<file path="src/rtl/conv1x1_scheduler_pkg.sv">
// Shared constants, types and helpers for the 1x1-convolution scheduler:
// geometry, weight-word field layout, FSM encoding and the result/tag record.
package conv1x1_scheduler_pkg;

   localparam int IN_CHANNEL  = 20;
   localparam int OUT_CHANNEL = 16;
   localparam int PIX_W       = 12;
   localparam int PE_LATENCY  = 5;
   localparam int FIFO_DEPTH  = 8;

   localparam int OC_W       = $clog2(OUT_CHANNEL);
   localparam int VEC_W      = 8 * IN_CHANNEL;
   localparam int KERNEL_LSB = 0;
   localparam int COEFF_LSB  = 8 * IN_CHANNEL;
   localparam int BIAS_LSB   = COEFF_LSB + 16;
   localparam int WGT_W      = BIAS_LSB + 32;
   localparam int CNT_W      = $clog2(FIFO_DEPTH) + 1;
   localparam int GUARD_W    = $clog2(PE_LATENCY + 1);

   typedef enum logic [2:0] {
      ST_IDLE  = 3'd0,
      ST_LOAD  = 3'd1,
      ST_LATCH = 3'd2,
      ST_RUN   = 3'd3,
      ST_DRAIN = 3'd4,
      ST_FIN   = 3'd5
   } state_e;

   typedef struct packed {
      logic [7:0]       data;
      logic [PIX_W-1:0] pix;
      logic [OC_W-1:0]  oc;
   } result_t;

   // An op may issue only if its result is guaranteed a FIFO slot: every
   // queued entry and every op still inside the PE already owns one.
   function automatic logic credit_avail(input logic [CNT_W-1:0] fifo_count,
                                         input logic [CNT_W-1:0] in_flight);
      logic [CNT_W:0] used;
      used = {1'b0, fifo_count} + {1'b0, in_flight};
      return used < (CNT_W + 1)'(FIFO_DEPTH);
   endfunction

endpackage

</file>
<file path="src/rtl/conv1x1_scheduler_if.sv">
// Bundle of all scheduler-facing signals: layer control, feature/weight memory
// read ports, PE issue/return ports and the tagged output stream.
// slave = scheduler view, master = environment view.
interface conv1x1_scheduler_if;
   import conv1x1_scheduler_pkg::*;

   logic                     start;
   logic [PIX_W-1:0]         num_pixels;
   logic                     busy;
   logic                     done;

   logic                     fmap_rd_en;
   logic [PIX_W-1:0]         fmap_rd_addr;
   logic [VEC_W-1:0]         fmap_rd_data;

   logic                     wgt_rd_en;
   logic [OC_W-1:0]          wgt_rd_addr;
   logic [WGT_W-1:0]         wgt_rd_data;

   logic                     pe_input_ready;
   logic [VEC_W-1:0]         pe_input_data;
   logic [VEC_W-1:0]         pe_kernel_data;
   logic [15:0]              pe_coeff;
   logic signed [31:0]       pe_bias;
   logic [7:0]               pe_output_data;
   logic                     pe_output_valid;

   logic                     out_valid;
   logic                     out_ready;
   logic [7:0]               out_data;
   logic [PIX_W-1:0]         out_pixel;
   logic [OC_W-1:0]          out_channel;

   logic                     err_overflow;

   modport slave (
      input  start, num_pixels, fmap_rd_data, wgt_rd_data,
             pe_output_data, pe_output_valid, out_ready,
      output busy, done, fmap_rd_en, fmap_rd_addr, wgt_rd_en, wgt_rd_addr,
             pe_input_ready, pe_input_data, pe_kernel_data, pe_coeff, pe_bias,
             out_valid, out_data, out_pixel, out_channel, err_overflow
   );

   modport master (
      output start, num_pixels, fmap_rd_data, wgt_rd_data,
             pe_output_data, pe_output_valid, out_ready,
      input  busy, done, fmap_rd_en, fmap_rd_addr, wgt_rd_en, wgt_rd_addr,
             pe_input_ready, pe_input_data, pe_kernel_data, pe_coeff, pe_bias,
             out_valid, out_data, out_pixel, out_channel, err_overflow
   );

endinterface

</file>
<file path="src/rtl/conv1x1_scheduler_sync_fifo.sv">
// Small synchronous FIFO holding PE results with their pixel/channel tags.
// A push into a full FIFO is dropped unless a pop frees the slot that cycle.
module sync_fifo
   import conv1x1_scheduler_pkg::*;
#(
   parameter int DEPTH = FIFO_DEPTH
) (
   input  logic                    clk,
   input  logic                    rst,
   input  logic                    push,
   input  logic                    pop,
   input  result_t                 wdata,
   output result_t                 rdata,
   output logic                    full,
   output logic                    empty,
   output logic [$clog2(DEPTH):0]  count
);

   localparam int AW = $clog2(DEPTH);

   result_t         mem [DEPTH];
   logic [AW-1:0]   wr_ptr;
   logic [AW-1:0]   rd_ptr;
   logic            do_push;
   logic            do_pop;

   assign empty   = (count == '0);
   assign full    = (count == (AW + 1)'(DEPTH));
   assign do_pop  = pop && !empty;
   assign do_push = push && (!full || do_pop);
   assign rdata   = mem[rd_ptr];

   // Pointer and occupancy bookkeeping.
   always_ff @(posedge clk) begin
      if (rst) begin
         wr_ptr <= '0;
         rd_ptr <= '0;
         count  <= '0;
      end else begin
         if (do_push) wr_ptr <= wr_ptr + 1'b1;
         if (do_pop)  rd_ptr <= rd_ptr + 1'b1;
         case ({do_push, do_pop})
            2'b10:   count <= count + 1'b1;
            2'b01:   count <= count - 1'b1;
            default: count <= count;
         endcase
      end
   end

   // Storage array; contents need no reset since occupancy guards reads.
   always_ff @(posedge clk) begin
      if (do_push) mem[wr_ptr] <= wdata;
   end

endmodule

</file>
<file path="src/rtl/conv1x1_scheduler.sv">
// Walks a feature map pixel by pixel, issuing one PE op per output channel,
// gating issue on output-FIFO credit and tagging returning results.
module conv1x1_scheduler
   import conv1x1_scheduler_pkg::*;
(
   input  logic               clk,
   input  logic               rst,
   conv1x1_scheduler_if.slave bus
);

   state_e              state;
   logic                busy_q;
   logic                done_q;
   logic [PIX_W-1:0]    num_pix;
   logic [PIX_W-1:0]    pix;
   logic [OC_W-1:0]     oc;
   logic [VEC_W-1:0]    pixel_hold;

   logic                issue_p0;
   logic                vld_p1;

   logic [CNT_W-1:0]    in_flight;
   logic [CNT_W-1:0]    fifo_count;
   logic [GUARD_W-1:0]  guard;
   logic                err_q;
   logic [PIX_W-1:0]    wr_pix;
   logic [OC_W-1:0]     wr_oc;

   logic                result_ok;
   logic                stray_result;
   logic                pop;
   logic                full;
   logic                empty;
   result_t             push_word;
   result_t             head;

   // ---- stage p0: weight fetch, gated by credit
   assign issue_p0 = (state == ST_RUN) && credit_avail(fifo_count, in_flight);

   // A result is only trusted outside the post-reset window and when some op
   // is actually outstanding; anything else is a stray strobe.
   assign result_ok    = bus.pe_output_valid && (guard == '0) && (in_flight != '0);
   assign stray_result = bus.pe_output_valid && (guard == '0) && (in_flight == '0);
   assign pop          = !empty && bus.out_ready;
   assign push_word    = '{data: bus.pe_output_data, pix: wr_pix, oc: wr_oc};

   // Layer sequencing: fetch pixel, latch it, sweep all channels, drain, finish.
   always_ff @(posedge clk) begin
      if (rst) begin
         state   <= ST_IDLE;
         busy_q  <= 1'b0;
         done_q  <= 1'b0;
         num_pix <= '0;
         pix     <= '0;
         oc      <= '0;
      end else begin
         done_q <= 1'b0;
         case (state)
            ST_IDLE: begin
               if (done_q) busy_q <= 1'b0;
               if (bus.start) begin
                  busy_q  <= 1'b1;
                  num_pix <= bus.num_pixels;
                  pix     <= '0;
                  oc      <= '0;
                  state   <= (bus.num_pixels != '0) ? ST_LOAD : ST_FIN;
               end
            end
            ST_LOAD: begin
               state <= ST_LATCH;
            end
            ST_LATCH: begin
               oc    <= '0;
               state <= ST_RUN;
            end
            ST_RUN: begin
               if (issue_p0) begin
                  oc <= oc + 1'b1;
                  if (oc == OC_W'(OUT_CHANNEL - 1)) begin
                     if (({1'b0, pix} + (PIX_W + 1)'(1)) < {1'b0, num_pix}) begin
                        pix   <= pix + 1'b1;
                        state <= ST_LOAD;
                     end else begin
                        state <= ST_DRAIN;
                     end
                  end
               end
            end
            ST_DRAIN: begin
               if (in_flight == '0 && fifo_count == '0) state <= ST_FIN;
            end
            ST_FIN: begin
               done_q <= 1'b1;
               state  <= ST_IDLE;
            end
            default: state <= ST_IDLE;
         endcase
      end
   end

   // Pixel vector holding register; only rewritten in LATCH, after the last
   // op of the previous pixel has already been presented to the PE.
   always_ff @(posedge clk) begin
      if (state == ST_LATCH) pixel_hold <= bus.fmap_rd_data;
   end

   // ---- stage p1: PE issue strobe, aligned with the weight read data
   always_ff @(posedge clk) begin
      if (rst) vld_p1 <= 1'b0;
      else     vld_p1 <= issue_p0;
   end

   // Return-side accounting: in-flight count, result tags, error flag and the
   // blanking window that swallows strobes from ops issued before a reset.
   always_ff @(posedge clk) begin
      if (rst) begin
         in_flight <= '0;
         guard     <= GUARD_W'(PE_LATENCY);
         err_q     <= 1'b0;
         wr_pix    <= '0;
         wr_oc     <= '0;
      end else begin
         if (guard != '0) guard <= guard - 1'b1;

         case ({issue_p0, result_ok})
            2'b10:   in_flight <= in_flight + 1'b1;
            2'b01:   in_flight <= in_flight - 1'b1;
            default: in_flight <= in_flight;
         endcase

         if (stray_result || (result_ok && full && !pop)) err_q <= 1'b1;

         if (state == ST_IDLE && bus.start) begin
            wr_pix <= '0;
            wr_oc  <= '0;
         end else if (result_ok) begin
            if (wr_oc == OC_W'(OUT_CHANNEL - 1)) begin
               wr_oc  <= '0;
               wr_pix <= wr_pix + 1'b1;
            end else begin
               wr_oc  <= wr_oc + 1'b1;
            end
         end
      end
   end

   sync_fifo #(
      .DEPTH (FIFO_DEPTH)
   ) u_fifo (
      .clk   (clk),
      .rst   (rst),
      .push  (result_ok),
      .pop   (pop),
      .wdata (push_word),
      .rdata (head),
      .full  (full),
      .empty (empty),
      .count (fifo_count)
   );

   assign bus.busy           = busy_q;
   assign bus.done           = done_q;
   assign bus.fmap_rd_en     = (state == ST_LOAD);
   assign bus.fmap_rd_addr   = pix;
   assign bus.wgt_rd_en      = issue_p0;
   assign bus.wgt_rd_addr    = oc;
   assign bus.pe_input_ready = vld_p1;
   assign bus.pe_input_data  = pixel_hold;
   assign bus.pe_kernel_data = bus.wgt_rd_data[KERNEL_LSB +: VEC_W];
   assign bus.pe_coeff       = bus.wgt_rd_data[COEFF_LSB +: 16];
   assign bus.pe_bias        = signed'(bus.wgt_rd_data[BIAS_LSB +: 32]);
   assign bus.out_valid      = !empty;
   assign bus.out_data       = head.data;
   assign bus.out_pixel      = head.pix;
   assign bus.out_channel    = head.oc;
   assign bus.err_overflow   = err_q;

endmodule
</file>
<file path="src/flat_wrapper.sv">
// flat-port wrapper written by rule: the top's interface ports become plain ports
module conv1x1_scheduler_flat import conv1x1_scheduler_pkg::*;
  (clk, rst, bus_start, bus_num_pixels, bus_fmap_rd_data, bus_wgt_rd_data, bus_pe_output_data, bus_pe_output_valid, bus_out_ready, bus_busy, bus_done, bus_fmap_rd_en, bus_fmap_rd_addr, bus_wgt_rd_en, bus_wgt_rd_addr, bus_pe_input_ready, bus_pe_input_data, bus_pe_kernel_data, bus_pe_coeff, bus_pe_bias, bus_out_valid, bus_out_data, bus_out_pixel, bus_out_channel, bus_err_overflow);
  conv1x1_scheduler_if bus_i ();
  input  logic clk;
  input  logic rst;
  input wire logic [$bits(bus_i.start)-1:0] bus_start;
  input wire logic [$bits(bus_i.num_pixels)-1:0] bus_num_pixels;
  input wire logic [$bits(bus_i.fmap_rd_data)-1:0] bus_fmap_rd_data;
  input wire logic [$bits(bus_i.wgt_rd_data)-1:0] bus_wgt_rd_data;
  input wire logic [$bits(bus_i.pe_output_data)-1:0] bus_pe_output_data;
  input wire logic [$bits(bus_i.pe_output_valid)-1:0] bus_pe_output_valid;
  input wire logic [$bits(bus_i.out_ready)-1:0] bus_out_ready;
  output wire logic [$bits(bus_i.busy)-1:0] bus_busy;
  output wire logic [$bits(bus_i.done)-1:0] bus_done;
  output wire logic [$bits(bus_i.fmap_rd_en)-1:0] bus_fmap_rd_en;
  output wire logic [$bits(bus_i.fmap_rd_addr)-1:0] bus_fmap_rd_addr;
  output wire logic [$bits(bus_i.wgt_rd_en)-1:0] bus_wgt_rd_en;
  output wire logic [$bits(bus_i.wgt_rd_addr)-1:0] bus_wgt_rd_addr;
  output wire logic [$bits(bus_i.pe_input_ready)-1:0] bus_pe_input_ready;
  output wire logic [$bits(bus_i.pe_input_data)-1:0] bus_pe_input_data;
  output wire logic [$bits(bus_i.pe_kernel_data)-1:0] bus_pe_kernel_data;
  output wire logic [$bits(bus_i.pe_coeff)-1:0] bus_pe_coeff;
  output wire logic [$bits(bus_i.pe_bias)-1:0] bus_pe_bias;
  output wire logic [$bits(bus_i.out_valid)-1:0] bus_out_valid;
  output wire logic [$bits(bus_i.out_data)-1:0] bus_out_data;
  output wire logic [$bits(bus_i.out_pixel)-1:0] bus_out_pixel;
  output wire logic [$bits(bus_i.out_channel)-1:0] bus_out_channel;
  output wire logic [$bits(bus_i.err_overflow)-1:0] bus_err_overflow;
  assign bus_i.start = bus_start;
  assign bus_i.num_pixels = bus_num_pixels;
  assign bus_i.fmap_rd_data = bus_fmap_rd_data;
  assign bus_i.wgt_rd_data = bus_wgt_rd_data;
  assign bus_i.pe_output_data = bus_pe_output_data;
  assign bus_i.pe_output_valid = bus_pe_output_valid;
  assign bus_i.out_ready = bus_out_ready;
  assign bus_busy = bus_i.busy;
  assign bus_done = bus_i.done;
  assign bus_fmap_rd_en = bus_i.fmap_rd_en;
  assign bus_fmap_rd_addr = bus_i.fmap_rd_addr;
  assign bus_wgt_rd_en = bus_i.wgt_rd_en;
  assign bus_wgt_rd_addr = bus_i.wgt_rd_addr;
  assign bus_pe_input_ready = bus_i.pe_input_ready;
  assign bus_pe_input_data = bus_i.pe_input_data;
  assign bus_pe_kernel_data = bus_i.pe_kernel_data;
  assign bus_pe_coeff = bus_i.pe_coeff;
  assign bus_pe_bias = bus_i.pe_bias;
  assign bus_out_valid = bus_i.out_valid;
  assign bus_out_data = bus_i.out_data;
  assign bus_out_pixel = bus_i.out_pixel;
  assign bus_out_channel = bus_i.out_channel;
  assign bus_err_overflow = bus_i.err_overflow;
  conv1x1_scheduler u_core (.clk(clk), .rst(rst), .bus(bus_i));
endmodule
</file>
<file path="config.mk">
export PLATFORM = sky130hd
export DESIGN_NAME = conv1x1_scheduler_flat
export DESIGN_NICKNAME = d
export VERILOG_FILES = /design/src/rtl/conv1x1_scheduler_pkg.sv /design/src/rtl/conv1x1_scheduler_if.sv /design/src/rtl/conv1x1_scheduler_sync_fifo.sv /design/src/rtl/conv1x1_scheduler.sv /design/src/flat_wrapper.sv
export SDC_FILE = /design/constraint.sdc
export NUM_CORES = 1
export LEC_CHECK = 0
export CAP_MARGIN = 20
export CORE_AREA = 2 2 319 321
export CTS_BUF_LIST = sky130_fd_sc_hd__clkbuf_8 sky130_fd_sc_hd__clkbuf_16
export CTS_CLUSTER_SIZE = 8
export DETAILED_ROUTE_END_ITERATION = 12
export DIE_AREA = 0 0 321 323
export GPL_TIMING_DRIVEN = 1
export PLACE_DENSITY = 0.46
export SLEW_MARGIN = 20
export SYNTH_ARGS = -nofsm -noshare
export SYNTH_HDL_FRONTEND = slang
export SYNTH_SLANG_ARGS = --single-unit
</file>
<file path="constraint.sdc">
create_clock -name clk -period 15.6 [get_ports clk]
set_input_delay 3.9 -clock clk [delete_from_list [all_inputs] [get_ports clk]]
set_output_delay 3.9 -clock clk [all_outputs]
set_load 0.03 [all_outputs]
</file>
==> flow_summary.toml, run 1 <==
[synth]
synth_top_area_share = 0.6088
synth_edf_count = 352
synth-seq-cells = 423
yosys.area.top_type = "edfxtp_1"
syn_nets = 1516
synthXorXnorAreaFrac = 0.01564
synth.mux.area_fraction = 0.07899
synth_warnings = 0
yosys.area_share.simple = 0.05664
yosysSeqAreaShare = 0.6907
synth_ff_type = "edfxtp_1"
synth_top_family_by_area = "buffers and inverters"
syn_area_um2 = 17360
synthCells = 1094
async_reset_ff_frac = 0
synth_area_leaders = "edfxtp_1, buf_4, dfxtp_1, mux4_2, ha_1"
synth_compound_area_frac = 0.03344
synth_cell_type_count = 70
synth.avg_cell_area_um2 = 15.87
synthAdderAreaFrac = 0.02176

[min_path]
hp-class = "flop to flop"

[sta]
worst_pin_slew_ps = 1017
period_minus_slack_ps = 7829
fmax_ghz = 0.1277
fin_crit_sh = 0.5018
drv_slew = 0
setup_violations = 0
fin_worst_skew_ps = 33.55
hold_viol_final = 0
slew_headroom = 0.3203
tns_ps = 0
rsz0062_at_grt = "no"

[critical_path]
required_ps = 11700
r2r_setup_slack_ps = 11980
cp.arrival_ps = 3930
crit_fanout = 1
crit_path_start_kind = "input port"
worstSetupPathType = "input port to primary output"
end_kind = "primary output"

[floorplanning]
io_pins = 808
fp.dieW_um = 321
coreArea_um2 = 100700
initial_utilization = 0.1724
rows = 117
fp.dieArea_um2 = 103700
dieHeight_um = 323

[detailed_routing]
num_vias = 9896
postRouteAntennaNets = 0
drc = 0
first_pass_iters = 5
wire_per_inst_um = 31.26
finalWirelength_mm = 83.66
drt_iter0_markers = 605
viasPerCell = 3.698

[finish]
nets = 1745
n_fill_cell = 10509
final_core_util = 0.2300
drive_above_1_share = 0.1319
area_growth_pct = 33.45
post-route-cell-area_um2 = 23170

[clocking]
cts_made_buffers = 60
cts_root_buffer = "clkbuf_16"
clk-insertion-delay-late_ps = 660
holdBufCountCts = 0
clkSinkCount = 423
clockBufferDepth = 3
post_cts_buffers = 0
cts_resized = 0
htreeDepth = 2
cts_tree = "done"
path_clk_slew_ps = 50

[pwr]
pwr_density_cell_nw_per_um2 = 142.4
ir_drop_uv = 93.90
leakage_uw = 0.007554

[global_route]
antenna_found_initial = 3
grt_overflow = 0
grtUsageTotal = 0.1570
grt_pass1_vias = 10277
grt_max_degree = 71
grt_pass1_wl_mm = 105.3

[placed_design]
dpl_cell_area_um2 = 21380
dp_hpwl_mm = 68.06
io_buffers = 391
finalWeightedCongestion = 0.9499

[flow_run]
max-cap-violations = 0

[outcome]
outcome = "complete, no violations"
-- state kept, by name (all words and copies together), names as in the netlist, 3 cells and up, named ones only --
signal and cells:
u_core.in_flight 4, u_core.u_fifo.wr_ptr 3, u_core.u_fifo.rd_ptr 3, u_core.bus.wgt_rd_addr 4, u_core.num_pix 12, u_core.u_fifo.mem 192, u_core.wr_pix 12, u_core.guard 3
u_core.state 3, u_core.u_fifo.count 4, u_core.bus.pe_input_data 160, u_core.wr_oc 4, u_core.bus.fmap_rd_addr 12
-- power by group --
part,total [µW],leakage [µW],internal [µW],switching (µW)
logic,722,0.00281,304,418
clock network,1210,0.00100,703,506
registers,1370,0.00374,1320,44.2
-- layer usage --
metal | vias to the layer above | part of all wire | GRT usage
met5 | - | 0.0024 | 0.003704
met4 | 4 | 0.026 | 0.04341
met3 | 114 | 0.27 | 0.1985
met2 | 604 | 0.45 | 0.2402
met1 | 4844 | 0.25 | 0.1186
li1 | 4330 | - | -
-- path summary, 6_finish.rpt --
| path | from | endpoint | depth (start not counted) |
|---|---|---|---|
| max | bus_wgt_rd_data[27] | bus_pe_kernel_data[27] | 0 |
| min | u_core.num_pix[1] | u_core.num_pix[1] | 2 |
| min reg2reg | u_core.num_pix[1] | u_core.num_pix[1] | 2 |
| max reg2reg | u_core.bus.fmap_rd_addr[0] | u_core.bus.fmap_rd_addr[10] | 11 |
-- area by class of cell --
cell class	count	area (µm²)	share of cell area
Timing Repair Buffer	404	4010	0.1731
Tap cell	1309	1638	0.07069
Multi-Input combinational cell	409	3637	0.1570
Antenna cell	2	5.005	0.0002160
Inverter	25	96.34	0.004158
Clock inverter	42	241.5	0.01042
Sequential cell	423	12000	0.5180
Clock buffer	62	1540	0.06648
-- layout by cell type, fill, tap and decap left out, types with 3 or more instances in the layout --
| cell type | instances |
|---|---|
| clkdlybuf4s50_1 | 390 |
| clkinv_16 | 3 |
| xnor2_1 | 13 |
| xor2_1 | 18 |
| inv_1 | 62 |
| dfxtp_1 | 68 |
| nand3b_1 | 3 |
| nor3_1 | 13 |
| o21ai_0 | 13 |
| nand4_1 | 5 |
| nor2_4 | 3 |
| and4_1 | 3 |
| nand2_1 | 57 |
| a21oi_1 | 37 |
| a22o_1 | 6 |
| mux2_2 | 24 |
| and3_1 | 6 |
| nand3_1 | 9 |
| a211oi_1 | 5 |
| nor3_2 | 3 |
| mux4_2 | 48 |
| buf_4 | 12 |
| edfxtp_1 | 352 |
| clkbuf_16 | 61 |
| a21o_1 | 3 |
| or3_1 | 6 |
| ha_1 | 27 |
| nor4_1 | 6 |
| nor2_1 | 42 |
| nand2b_1 | 4 |
-- cells by family (layout without fill, tap and decap cells) --
| family | count (synthesis) | after routing |
|---|---|---|
| compound gates | 89 | 89 |
| buf+inv | 262 | 533 |
| other cells | 0 | 2 |
| fa+ha+maj | 29 | 29 |
| mux | 74 | 74 |
| flops | 423 | 423 |
| xor+xnor | 31 | 31 |
| simple gates | 186 | 186 |
-- cells in the mapped netlist (all sizes together) (3+ instances only) --
| master | n |
|---|---|
| a22o | 6 |
| dfxtp | 71 |
| buf | 221 |
| a211oi | 5 |
| o21ai | 13 |
| inv | 25 |
| clkbuf | 16 |
| nand2 | 59 |
| and3 | 6 |
| or3 | 6 |
| nand3 | 11 |
| a21o | 3 |
| ha | 27 |
| mux2 | 24 |
| and4 | 3 |
| a21oi | 38 |
| xnor2 | 13 |
| nor3b | 3 |
| nor4 | 7 |
| nand3b | 3 |
| mux4 | 48 |
| xor2 | 18 |
| nand4 | 7 |
| nor3 | 18 |
| edfxtp | 352 |
| nor2 | 45 |
| and2 | 4 |
| nand2b | 4 |
-- metrics by stage --
stage,hold WS (ps),worst slack (ps),power (µW),std cells
finish,463.3,7771,3300,2676
global route,473.0,7776,3437,2674
CTS,465.3,7768,3357,2674
detailed placement,458.0,7768,2124,2570
global placement,454.8,7768,2116,2570
floorplan,433.6,7584,1921,1094
(Power assumes the default switching activity.)
==> run 2, diff against run 1 <==
--- a/config.mk
+++ b/config.mk
@@ -6,13 +6,13 @@
 export NUM_CORES = 1
 export LEC_CHECK = 0
 export CAP_MARGIN = 20
-export CORE_AREA = 2 2 319 321
+export CORE_AREA = 2 2 311 313
 export CTS_BUF_LIST = sky130_fd_sc_hd__clkbuf_8 sky130_fd_sc_hd__clkbuf_16
 export CTS_CLUSTER_SIZE = 8
 export DETAILED_ROUTE_END_ITERATION = 12
-export DIE_AREA = 0 0 321 323
+export DIE_AREA = 0 0 313 315
 export GPL_TIMING_DRIVEN = 1
-export PLACE_DENSITY = 0.46
+export PLACE_DENSITY = 0.48
 export SLEW_MARGIN = 20
 export SYNTH_ARGS = -nofsm -noshare
 export SYNTH_HDL_FRONTEND = slang
==> constraint.sdc (replaced) <==
create_clock -name clk -period 7.8 [get_ports clk]
set_input_delay 1.95 -clock clk [delete_from_list [all_inputs] [get_ports clk]]
set_output_delay 1.95 -clock clk [all_outputs]
set_load 0.03 [all_outputs]
==> flow_summary.toml, run 2 (same netlist as run 1, synthesis figures left out) <==
[outcome]
outcome = "complete, no violations"

[sta]
rsz0062_at_grt = "no"
slew_headroom = 0.1758
setup_violations = 0
hold_viol_final = 0
tns_ps = 0
fmax_ghz = 0.1906
drv_slew = 0
worst_pin_slew_ps = 1236
fin_crit_sh = 0.6726
period_minus_slack_ps = 5246
fin_worst_skew_ps = 40.33

[detailed_routing]
num_vias = 10175
wire_per_inst_um = 31.05
drt_iter0_markers = 735
finalWirelength_mm = 81.87
viasPerCell = 3.859
drc = 0
first_pass_iters = 5
postRouteAntennaNets = 0

[min_path]
whs_endpoint = "u_core.num_pix[0]"
hp-start = "u_core.num_pix[0]"
hp-class = "flop to flop"
min_delay_path_depth = 2

[clocking]
clockBufferDepth = 3
htreeDepth = 2
holdBufCountCts = 0
post_cts_buffers = 0
clkSinkCount = 423
cts_tree = "done"
cts_made_buffers = 60
cts_root_buffer = "clkbuf_16"
cts_resized = 0
path_clk_slew_ps = 50
clk-insertion-delay-late_ps = 620

[critical_path]
r2r_setup_slack_ps = 4060
crit_path_start_kind = "flop"
r2r_end = "u_core.bus.fmap_rd_addr[10]"
cpLargestDelayFamily = "buffers and inverters"
timing.rr.start = "u_core.bus.fmap_rd_addr[0]"
ff2ff_path_depth = 11
crit_cells = 4
required_ps = 5850
crit_fanout = 27
end_kind = "primary output"
path_cells = "buf_4, mux4_2, mux2_2, clkdlybuf4s50_1"
worstSetupPathType = "flop to primary output"
slowest_stage = "dfxtp_4"
cp.arrival_ps = 3300
cpPeakStageDelay_ps = 700
path_buf_inv = 2

[placed_design]
io_buffers = 391
dp_hpwl_mm = 66.26
finalWeightedCongestion = 0.9044

[pwr]
power_switching_share = 0.2884
p_int_uw = 4696
ir_drop_uv = 200.3
leakage_uw = 0.007540
p_sw_uw = 1903
clkPwrFrac = 0.366
pwr_density_cell_nw_per_um2 = 285.3
power_frac_comb = 0.214
p_total_uw = 6598
power_frac_seq = 0.419

[global_route]
grt_pass1_wl_mm = 104.6
antenna_found_initial = 2
grt_max_degree = 161
grtUsageTotal = 0.1600
grt_pass1_vias = 10366
grt_overflow = 0

[floorplanning]
coreArea_um2 = 95710
dieHeight_um = 315
initial_utilization = 0.1814
io_pins = 808
rows = 114
fp.dieW_um = 313
fp.dieArea_um2 = 98600

[finish]
largest-register = "u_core.u_fifo.mem"
drive_above_1_share = 0.1323
area_growth_pct = 33.21
nets = 1744
diodes = 0
largest_reg_flops = 192
final_cell_mix = "clkdlybuf4s50_1, edfxtp_1, dfxtp_1"
layout_commonest_cell = "clkdlybuf4s50_1"

[flow_run]
max-cap-violations = 0
## run 2: worst register-to-register path: stages, from the launching register on
cell and delay, ps:
dfxtp_1 530, ha_1 260, nand3_2 190, nor3_4 370, nand3_1 150, xnor2_1 260, ha_1 300, and3_1 210
a221oi_2 460, nand4_2 220, nor2_1 480, a22o_1 250
## run 2: routing by layer
layer / share of wire / vias to the layer above / track usage
met3: 0.28 / 75 / 0.2162
met4: 0.014 / 18 / 0.02947
met2: 0.39 / 783 / 0.2080
met1: 0.30 / 4970 / 0.1424
met5: 0.011 / - / 0.07060
li1: - / 4329 / -
## run 2: power groups by stage
stage / clock network [µW] / logic [µW] / registers, µW
2_1_floorplan: 0 / 795 / 3030
3_3_place_gp: 0 / 1420 / 2810
3_5_place_dp: 0 / 1430 / 2810
4_1_cts: 2490 / 1440 / 2770
5_1_grt: 2580 / 1490 / 2790
6_report: 2420 / 1410 / 2770
## run 2: stage by stage
step,utilization,setup slack (ps),hold WS (ps),area [µm²],cells
after floorplan,-,2470,433.6,17360,1094
after global placement,0.2229,2774,448.2,21340,2536
after CTS,0.2415,2029,461.0,23120,2637
after global routing,0.2416,2298,484.2,23130,2637
final,0.2416,2554,455.8,23130,2637
after detailed placement,0.2229,2734,453.4,21340,2536
## run 2: how the worst max path moves through the flow
stage | start | to | slack [ps]
floorplan | bus_pe_output_valid | u_core.u_fifo.mem[2][0] | 2470
global placement | flop | bus_out_data[5] | 2770
detailed placement | flop | bus_out_data[1] | 2730
CTS | flop | bus_out_pixel[1] | 2030
global route | flop | bus_out_data[3] | 2300
finish | flop | bus_out_pixel[1] | 2550
## run 2: cell type report
cell class	instances	area [µm²]
Clock buffer	62	1540
Tap cell	1276	1597
Sequential cell	423	12000
Fill cell	9887	72580
Clock inverter	39	239.0
Timing Repair Buffer	403	4011
Inverter	25	96.34
Multi-Input combinational cell	409	3646
